### src/rtl/spi_master_if.sv
// Command/status and serial pins of the SPI initiator, grouped as one bundle.
// 'master' is the view of the initiator block itself, 'slave' is the view of
// whoever issues byte commands and sits on the far end of the wire.
interface spi_master_if;
  logic       start;
  logic       keep_cs;
  logic [7:0] write_value;
  logic       ready;
  logic       busy;
  logic       done;
  logic [7:0] read_value;
  logic       spi_clk;
  logic       spi_mosi;
  logic       spi_miso;
  logic       spi_cs;

  modport master (
    input  start, keep_cs, write_value, spi_miso,
    output ready, busy, done, read_value, spi_clk, spi_mosi, spi_cs
  );

  modport slave (
    output start, keep_cs, write_value, spi_miso,
    input  ready, busy, done, read_value, spi_clk, spi_mosi, spi_cs
  );
endinterface

### src/rtl/spi_master.sv
// Byte-oriented SPI initiator. One byte per start; spi_cs can be held low
// across bytes (HOLD) to build multi-byte transactions. All four CPOL/CPHA
// modes and both bit orders, spi_clk half-period = CLK_DIV system cycles.
module spi_master #(
  parameter int CPOL     = 0,
  parameter int CPHA     = 0,
  parameter int LSBFIRST = 0,
  parameter int CLK_DIV  = 2
) (
  input logic          clk,
  input logic          rst,
  spi_master_if.master bus
);
  localparam int            DW       = (CLK_DIV > 1) ? $clog2(CLK_DIV) : 1;
  localparam logic [DW-1:0] DIV_LAST = DW'(CLK_DIV - 1);
  localparam logic          IDLE_LVL = (CPOL != 0);
  localparam bit            PHA      = (CPHA != 0);
  localparam bit            LSB      = (LSBFIRST != 0);

  localparam logic [2:0] S_IDLE  = 3'd0;
  localparam logic [2:0] S_SETUP = 3'd1;
  localparam logic [2:0] S_XFER  = 3'd2;
  localparam logic [2:0] S_HOLD  = 3'd3;
  localparam logic [2:0] S_REL   = 3'd4;

  logic [2:0]    state;
  logic [DW-1:0] div_cnt;   // position inside the current half-period
  logic [3:0]    tgl_cnt;   // 0-based index of the next spi_clk toggle
  logic          tail;      // all 16 toggles issued, waiting out the last half-period
  logic          keep_q;
  logic [7:0]    tx_sr;
  logic [7:0]    rx_sr;
  logic          sclk_q, mosi_q, cs_q, done_q;
  logic [7:0]    rd_q;

  logic       ready, half_end, leading, sample_now, shift_now, do_tgl;
  logic [7:0] tx_next, rx_next;

  function automatic logic first_bit(input logic [7:0] b);
    return LSB ? b[0] : b[7];
  endfunction

  // Decode of the current toggle: even 0-based index is a leading edge.
  // CPHA=1 keeps bit 0 on the first leading edge; CPHA=0 has no bit to
  // advance to after the final trailing edge, so mosi holds its last value.
  always_comb begin
    ready      = (state == S_IDLE) || (state == S_HOLD);
    half_end   = (div_cnt == DIV_LAST);
    leading    = ~tgl_cnt[0];
    sample_now = PHA ? ~leading : leading;
    shift_now  = PHA ? (leading && (tgl_cnt != 4'd0))
                     : (~leading && (tgl_cnt != 4'd15));
    do_tgl     = half_end && ((state == S_SETUP) || ((state == S_XFER) && !tail));
    tx_next    = LSB ? {1'b0, tx_sr[7:1]} : {tx_sr[6:0], 1'b0};
    rx_next    = LSB ? {bus.spi_miso, rx_sr[7:1]} : {rx_sr[6:0], bus.spi_miso};
  end

  // Sequencer plus spi_clk/mosi/miso datapath; every pin is a flop.
  always_ff @(posedge clk or posedge rst) begin
    if (rst) begin
      state   <= S_IDLE;
      div_cnt <= '0;
      tgl_cnt <= '0;
      tail    <= 1'b0;
      keep_q  <= 1'b0;
      tx_sr   <= '0;
      rx_sr   <= '0;
      sclk_q  <= IDLE_LVL;
      mosi_q  <= 1'b0;
      cs_q    <= 1'b1;
      done_q  <= 1'b0;
      rd_q    <= '0;
    end else begin
      done_q  <= 1'b0;
      div_cnt <= half_end ? '0 : div_cnt + DW'(1);
      case (state)
        S_IDLE, S_HOLD: begin
          if (bus.start) begin
            state   <= S_SETUP;
            cs_q    <= 1'b0;
            tx_sr   <= bus.write_value;
            mosi_q  <= first_bit(bus.write_value);
            keep_q  <= bus.keep_cs;
            div_cnt <= '0;
            tgl_cnt <= '0;
            tail    <= 1'b0;
          end
        end
        S_SETUP: if (half_end) state <= S_XFER;
        S_XFER: begin
          if (half_end && tail) begin
            done_q <= 1'b1;
            rd_q   <= rx_sr;
            state  <= keep_q ? S_HOLD : S_REL;
            cs_q   <= ~keep_q;
          end
        end
        S_REL:   if (half_end) state <= S_IDLE;
        default: state <= S_IDLE;
      endcase

      if (do_tgl) begin
        sclk_q  <= ~sclk_q;
        tgl_cnt <= tgl_cnt + 4'd1;
        if (tgl_cnt == 4'd15) tail <= 1'b1;
        if (sample_now) rx_sr <= rx_next;
        if (shift_now) begin
          tx_sr  <= tx_next;
          mosi_q <= first_bit(tx_next);
        end
      end
    end
  end

  assign bus.ready      = ready;
  assign bus.busy       = ~ready;
  assign bus.done       = done_q;
  assign bus.read_value = rd_q;
  assign bus.spi_clk    = sclk_q;
  assign bus.spi_mosi   = mosi_q;
  assign bus.spi_cs     = cs_q;
endmodule
### src/flat_wrapper.sv
// flat-port wrapper written by rule: the top's interface ports become plain ports
module spi_master_flat 
#(
  parameter int CPOL     = 0,
  parameter int CPHA     = 0,
  parameter int LSBFIRST = 0,
  parameter int CLK_DIV  = 2
)
  (clk, rst, bus_start, bus_keep_cs, bus_write_value, bus_spi_miso, bus_ready, bus_busy, bus_done, bus_read_value, bus_spi_clk, bus_spi_mosi, bus_spi_cs);
  spi_master_if bus_i ();
  input logic clk;
  input logic rst;
  input wire logic [$bits(bus_i.start)-1:0] bus_start;
  input wire logic [$bits(bus_i.keep_cs)-1:0] bus_keep_cs;
  input wire logic [$bits(bus_i.write_value)-1:0] bus_write_value;
  input wire logic [$bits(bus_i.spi_miso)-1:0] bus_spi_miso;
  output wire logic [$bits(bus_i.ready)-1:0] bus_ready;
  output wire logic [$bits(bus_i.busy)-1:0] bus_busy;
  output wire logic [$bits(bus_i.done)-1:0] bus_done;
  output wire logic [$bits(bus_i.read_value)-1:0] bus_read_value;
  output wire logic [$bits(bus_i.spi_clk)-1:0] bus_spi_clk;
  output wire logic [$bits(bus_i.spi_mosi)-1:0] bus_spi_mosi;
  output wire logic [$bits(bus_i.spi_cs)-1:0] bus_spi_cs;
  assign bus_i.start = bus_start;
  assign bus_i.keep_cs = bus_keep_cs;
  assign bus_i.write_value = bus_write_value;
  assign bus_i.spi_miso = bus_spi_miso;
  assign bus_ready = bus_i.ready;
  assign bus_busy = bus_i.busy;
  assign bus_done = bus_i.done;
  assign bus_read_value = bus_i.read_value;
  assign bus_spi_clk = bus_i.spi_clk;
  assign bus_spi_mosi = bus_i.spi_mosi;
  assign bus_spi_cs = bus_i.spi_cs;
  spi_master #(.CPOL(CPOL), .CPHA(CPHA), .LSBFIRST(LSBFIRST), .CLK_DIV(CLK_DIV)) u_core (.clk(clk), .rst(rst), .bus(bus_i));
endmodule
### config.mk
export PLATFORM = sky130hd
export DESIGN_NAME = spi_master_flat
export DESIGN_NICKNAME = d
export VERILOG_FILES = /design/src/rtl/spi_master_if.sv /design/src/rtl/spi_master.sv /design/src/flat_wrapper.sv
export SDC_FILE = /design/constraint.sdc
export NUM_CORES = 1
export LEC_CHECK = 0
export BUFFER_PORTS_ARGS = -buffer_cell sky130_fd_sc_hd__buf_2
export CAP_MARGIN = 20
export CORE_ASPECT_RATIO = 0.7
export CORE_MARGIN = 2
export CORE_UTILIZATION = 45
export DETAILED_ROUTE_END_ITERATION = 7
export GPL_ROUTABILITY_DRIVEN = 0
export PLACE_DENSITY = 0.67
export SLEW_MARGIN = 20
export SYNTH_ARGS = -nofsm -noshare
export SYNTH_HDL_FRONTEND = slang
export SYNTH_SLANG_ARGS = --single-unit
### constraint.sdc
create_clock -name clk -period 3.1 [get_ports clk]
set_input_delay 0.155 -clock clk [delete_from_list [all_inputs] [get_ports clk]]
set_output_delay 0.155 -clock clk [all_outputs]
set_load 0.02 [all_outputs]
==> flow_summary.toml, run 1 <==
[synth]
yosys_warnings = 0
synth_edf_count = 0
synth_top_area_share_pct = 54.9
synth_area_sq_um = 1640
seq_area_frac_synth_pct = 56.5
synth_cell_types = 36
synth_common_cells = "dfrtp_1, mux2_2, nor2_1"
syn_area_per_cell_sq_um = 12.4
yosys.area.top_type = "dfrtp_1"
ys_seq_elements = 37
ys_async_sr_fraction_pct = 100
synth_ff_type = "dfrtp_1"
syn_inst = 132
synthTopCellsByArea = "dfrtp_1, mux2_2, mux2i_1, a21oi_1, nor2_1"
synth_most_common_cell = "dfrtp_1"
syn-num-nets = 146

[route]
wirelength_um = 2880
m1WireLength_um = 1320
via_count = 1097
route.met2.wl_um = 1400
drt-initial-drc-count = 88
drtPass1Iterations = 4
ant_nets = 0
wl_met3_um = 149
viasPerCell = 5.13
post_drt_wl_per_cell_um = 13.5
drc_errors = 0
highest_layer = "met4"

[flow_run]
drv_cap = 0

[floorplan]
rows = 18
die-area_sq_um = 4150
io-pin-count = 27
core_area_sq_um = 3510
die_h_um = 54.5
initial_core_util_pct = 46.7
fp.dieW_um = 76.2

[place]
hpwl_um = 2070
port_buffers = 26
placed_area_sq_um = 1820
post-place-ws_ns = 1.17

[global_routing]
gr-total-overflow = 0
groute.usage.overall_pct = 15.6
grt_antenna_before_repair = 0
grt_pass1_wl_um = 4930
grt_pass1_vias = 1061
grt_max_degree = 38

[setup_path]
crit_path_max_incr_delay_ns = 0.55
r2r-start = "u_core.state[2]"
rrSetupSlack_ns = 1.17
crit_fanout = 14
path_cells = "nor2b_1 -> o2111ai_1 -> nor2_1 -> a21oi_1"
cp.arrival_ns = 2.04
r2r_cells = 4
criticalPathCategory = "flip-flop to flip-flop"
startpoint_type = "flip-flop"
critPathRequiredTime_ns = 3.21
timing.rr.end = "u_core.tx_sr[2]"
cp-startpoint = "u_core.state[2]"
end_kind = "flip-flop"
crit_path_top_delay_cell = "o2111ai_1"

[cells_and_area]
final_area_sq_um = 1920
layout.nets = 178
layout-drive-gt1-share_pct = 36.6
syn2layout_area_growth_pct = 16.8
diodes = 0

[worst_hold_path]
min_path_cells = 2
min_to = "u_core.keep_q"
hold_class = "primary input to flip-flop"
hold_start = "bus_keep_cs"

[timing]
drv_slew = 0
period_minus_slack_ns = 1.93
timing.final.ws_setup_ns = 1.17
finalSetupTns_ns = 0
tightest_slew_ns = 0.948
clock_skew_ns = 0.00817
rsz0062_at_grt = "no"
period_share_pct = 62.4
final-hold-violation-count = 0
finalSetupViolCount = 0
max_clock_freq_mhz = 517
max_slew_margin_pct = 36.8

[power]
p_leak_nw = 0.929
ir_drop_uv = 380
power.density_nw_per_um2 = 925

[clock_network]
cts_root_buf = "clkbuf_8"
cts_sinks = 37
clock_latency_ns = 0.28
htree_levels = 2
clk_path_buf_depth = 2
cts-buffers-inserted = 5
cts.clk_slew.worst_paths_ns = 0.07
cts_tree = "done"

[status]
outcome = "complete, no violations"
[kinds of logic after synthesis]
| logic type | after synthesis | share of synthesized area, % |
|---|---|---|
| compound gates | 22 | 9.15 |
| xor+xnor | 1 | 0.534 |
| fa+ha+maj | 1 | 0.763 |
| buf+inv | 10 | 3.36 |
| flops | 37 | 56.5 |
| mux | 25 | 16.6 |
| simple gates | 36 | 13.1 |
[registers in the layout, indices dropped and copies added (netlist names), 3 cells and up]
name and cells:
u_core.bus.read_value 8, u_core.tx_sr 7, u_core.state 3, u_core.rx_sr 8
u_core.tgl_cnt 4
[final cells by class]
type | count | area, sq um
Clock buffer | 7 | 86.3
Fill cell | 338 | 1600
Inverter | 5 | 18.8
Multi-Input combinational cell | 85 | 658
Sequential cell | 37 | 927
Tap cell | 50 | 62.6
Timing Repair Buffer | 30 | 163
[placed cells by master, fill, tap and decap left out, types with 2 or more instances in the layout]
| cell | count |
|---|---|
| dfrtp_1 | 36 |
| buf_2 | 26 |
| mux2_2 | 17 |
| nor2_1 | 12 |
| a21oi_1 | 10 |
| mux2i_1 | 8 |
| nand2_1 | 7 |
| clkbuf_8 | 6 |
| inv_1 | 5 |
| nor3_1 | 3 |
| buf_4 | 3 |
| nor3b_1 | 2 |
| nor2b_1 | 2 |
| nand3_1 | 2 |
| o21ai_0 | 2 |
[through the flow]
step,utilization (%),total power (W),instances,hold slack (ns)
finish,54.5,0.00177,214,0.110
global route,54.5,0.00191,214,0.108
CTS,54.5,0.00180,214,0.100
detailed placement,51.8,0.00146,206,0.288
global placement,51.8,0.00142,206,0.278
floorplan,-,0.00130,132,0.307
[critical path, delay by kind of cell, from the launching register on]
kind / cells / cell delay [ns]
compound gates: 2 / 0.61
flops: 1 / 0.48
simple gates: 2 / 0.67
[power by group]
group          total [W]  internal (W)  leakage [nW]  switching (W)
Clock           0.000328      0.000176        0.0443       0.000151
Sequential      0.000792      0.000656         0.467       0.000136
Combinational   0.000653      0.000307         0.418       0.000345
Total            0.00177       0.00114         0.929       0.000633
[worst max-delay path by stage]
stage | endpoint | slack, ns | cells after the start
3_5_place_dp | u_core.tx_sr[2] | 1.17 | 4
3_3_place_gp | u_core.tx_sr[3] | 1.34 | 3
4_1_cts | u_core.tx_sr[2] | 1.15 | 4
6_report | u_core.tx_sr[2] | 1.17 | 4
2_1_floorplan | u_core.rx_sr[0] | 1.52 | 5
5_1_grt | u_core.tx_sr[2] | 0.88 | 4
[layer usage]
layer | global-route usage, % | up-vias
met5 | 0 | -
met4 | 4.55 | 0
met3 | 4.79 | 2
met2 | 26.6 | 26
met1 | 20.0 | 540
li1 | - | 529
[what timing repair did]
action                                  CTS  global route
resized for setup                         0             0
hold buffers                              1             0
hold endpoints to repair                 36             0
buffers inserted                          0             0
endpoints found under the setup margin    0             0
Power figures use the tool's default switching activity.
==> run 2: changes to the inputs <==
--- a/config.mk
+++ b/config.mk
@@ -12,7 +12,7 @@
 export CORE_UTILIZATION = 45
 export DETAILED_ROUTE_END_ITERATION = 7
 export GPL_ROUTABILITY_DRIVEN = 0
-export PLACE_DENSITY = 0.67
+export PLACE_DENSITY = 0.7
 export SLEW_MARGIN = 20
 export SYNTH_ARGS = -nofsm -noshare
 export SYNTH_HDL_FRONTEND = slang
==> constraint.sdc (replaced) <==
create_clock -name clk -period 1.77 [get_ports clk]
set_input_delay 0.0885 -clock clk [delete_from_list [all_inputs] [get_ports clk]]
set_output_delay 0.0885 -clock clk [all_outputs]
set_load 0.02 [all_outputs]
==> flow_summary.toml, run 2 (synthesis results as in run 1) <==
[status]
outcome = "complete, no violations"

[floorplan]
rows = 18
die_h_um = 54.5
core_area_sq_um = 3510
io-pin-count = 27
fp.dieW_um = 76.2
die-area_sq_um = 4150
initial_core_util_pct = 46.7

[route]
drtPass1Iterations = 4
drc_errors = 0
ant_nets = 0
via_count = 1121
post_drt_wl_per_cell_um = 13.9
wirelength_um = 3070
viasPerCell = 5.10
drt-initial-drc-count = 43

[cells_and_area]
layout-drive-gt1-share_pct = 38.8
final_cell_mix = "dfrtp_1, buf_2, mux2_2"
multi_input_area_sq_um = 667
layout.cells.most_common = "dfrtp_1"
syn2layout_area_growth_pct = 19.8
layout.nets = 183
utilization_pct = 55.9
diodes = 0
seqCellArea_sq_um = 927
fillers = 308

[timing]
finalSetupTns_ns = 0
period_share_pct = 94.0
drv_slew = 0
max_slew_margin_pct = 69.7
final-hold-violation-count = 0
period_minus_slack_ns = 1.66
max_clock_freq_mhz = 601
timing.final.ws_setup_ns = 0.106
clock_skew_ns = 0.00275
finalSetupViolCount = 0
tightest_slew_ns = 0.455
rsz0062_at_grt = "no"

[setup_path]
criticalPathCategory = "flip-flop to flip-flop"
timing.rr.end = "u_core.tgl_cnt[2]"
r2r_cells = 4
crit_path_top_delay_cell = "dfrtp_1"
critPathRequiredTime_ns = 1.94
cp.arrival_ns = 1.84
r2r-start = "u_core.state[0]"
cp_top_family = "compound AO/OA/AOI/OAI gates"
crit_fanout = 6
end_kind = "flip-flop"
crit_path_max_incr_delay_ns = 0.50
cp_num_buf_inv = 0
path_cells = "nor3b_4 -> o21a_1 -> nor2_1 -> a221o_1"
rrSetupSlack_ns = 0.11
startpoint_type = "flip-flop"

[power]
power.density_nw_per_um2 = 1640
combPwrFrac_pct = 38.8
p_sw_share_pct = 35.8
ir_drop_uv = 721
p_int_w = 0.00207
clkPwrFrac_pct = 18.4
seqPwrFrac_pct = 42.8
switchingPower_w = 0.00116
p_leak_nw = 0.955

[global_routing]
grt_max_degree = 38
grt_antenna_before_repair = 0
gr-total-overflow = 0
grt_pass1_wl_um = 4950
groute.usage.overall_pct = 16.1
grt_pass1_vias = 1067

[clock_network]
clock_latency_ns = 0.28
cts_root_buf = "clkbuf_8"
cts_tree = "done"
htree_levels = 2
postCtsSetupRepairBufs = 0
cts-buffers-inserted = 5
cts.clk_slew.worst_paths_ns = 0.07
clk_path_buf_depth = 2
cts_sinks = 37

[place]
port_buffers = 26
hpwl_um = 2150
post-place-ws_ns = 0.0877

[worst_hold_path]
min_path_cells = 2
hold_class = "primary input to flip-flop"
min_to = "u_core.keep_q"
hold_start = "bus_keep_cs"

[flow_run]
drv_cap = 0
## run 2: changes by cell type in the layout (fill, tap and decap cells not counted)
cell	before	now
nor2b_2	0	1
buf_4	3	8
nor3b_4	0	1
nor2b_1	2	1
clkbuf_1	1	2
nor3b_2	1	0
## run 2: area by class of cell
| class | count | share of cell area (%) |
|---|---|---|
| flip-flops and latches | 37 | 47.2 |
| multi-input cells | 85 | 33.9 |
| repair buffers | 35 | 10.2 |
| clock buffers | 8 | 4.58 |
| well taps | 50 | 3.18 |
| inverters | 5 | 0.955 |
## run 2: timing repair
action | CTS | global route
endpoints found under the hold margin | 36 | 0
hold buffers | 1 | 0
setup endpoints to repair | 0 | 2
gates resized for setup | 0 | 2
## run 2: how the worst max path moves through the flow
| stage | slack, ns | startpoint | end | cells after the start |
|---|---|---|---|---|
| 2_1_floorplan | 0.19 | u_core.state[2] | u_core.rx_sr[0] | 5 |
| 3_3_place_gp | 0.13 | u_core.state[2] | u_core.rx_sr[7] | 4 |
| 3_5_place_dp | 0.09 | u_core.state[0] | u_core.rx_sr[7] | 4 |
| 4_1_cts | 0.08 | u_core.state[0] | u_core.rx_sr[7] | 4 |
| 5_1_grt | 0.03 | u_core.state[1] | u_core.tgl_cnt[2] | 4 |
| 6_report | 0.11 | u_core.state[0] | u_core.tgl_cnt[2] | 4 |
## run 2: power by group through the flow
stage	Sequential [W]	Combinational [W]	Clock [W]
detailed placement	0.00139	0.00123	0
floorplan	0.00138	0.000905	0
global placement	0.00137	0.00119	0
CTS	0.00138	0.00125	0.000612
finish	0.00138	0.00125	0.000594
global route	0.00143	0.00137	0.000639
## run 2: layer usage
metal / GRT usage [%] / share of wire, % / up-vias / wire, um
met1: 19.7 / 45 / 541 / 1390
li1: - / - / 539 / -
met2: 27.1 / 47 / 36 / 1450
met3: 6.27 / 6.1 / 5 / 187
met5: 0 / 0 / - / 0
met4: 5.45 / 1.2 / 0 / 38
## run 2: worst reg2reg max path: stages (launching register included)
cell and delay [ns]:
dfrtp_1 0.50, nor3b_4 0.33, o21a_1 0.26, nor2_1 0.11, a221o_1 0.36
## run 2: stage by stage
stage / area, sq um / std cells / power [W] / hold slack (ns)
final: 1970 / 220 / 0.00323 / 0.0324
after global routing: 1970 / 220 / 0.00344 / 0.0378
after CTS: 1960 / 220 / 0.00323 / 0.0284
after detailed placement: 1860 / 211 / 0.00262 / 0.223
after global placement: 1860 / 211 / 0.00255 / 0.211
after floorplan: 1640 / 132 / 0.00228 / 0.240
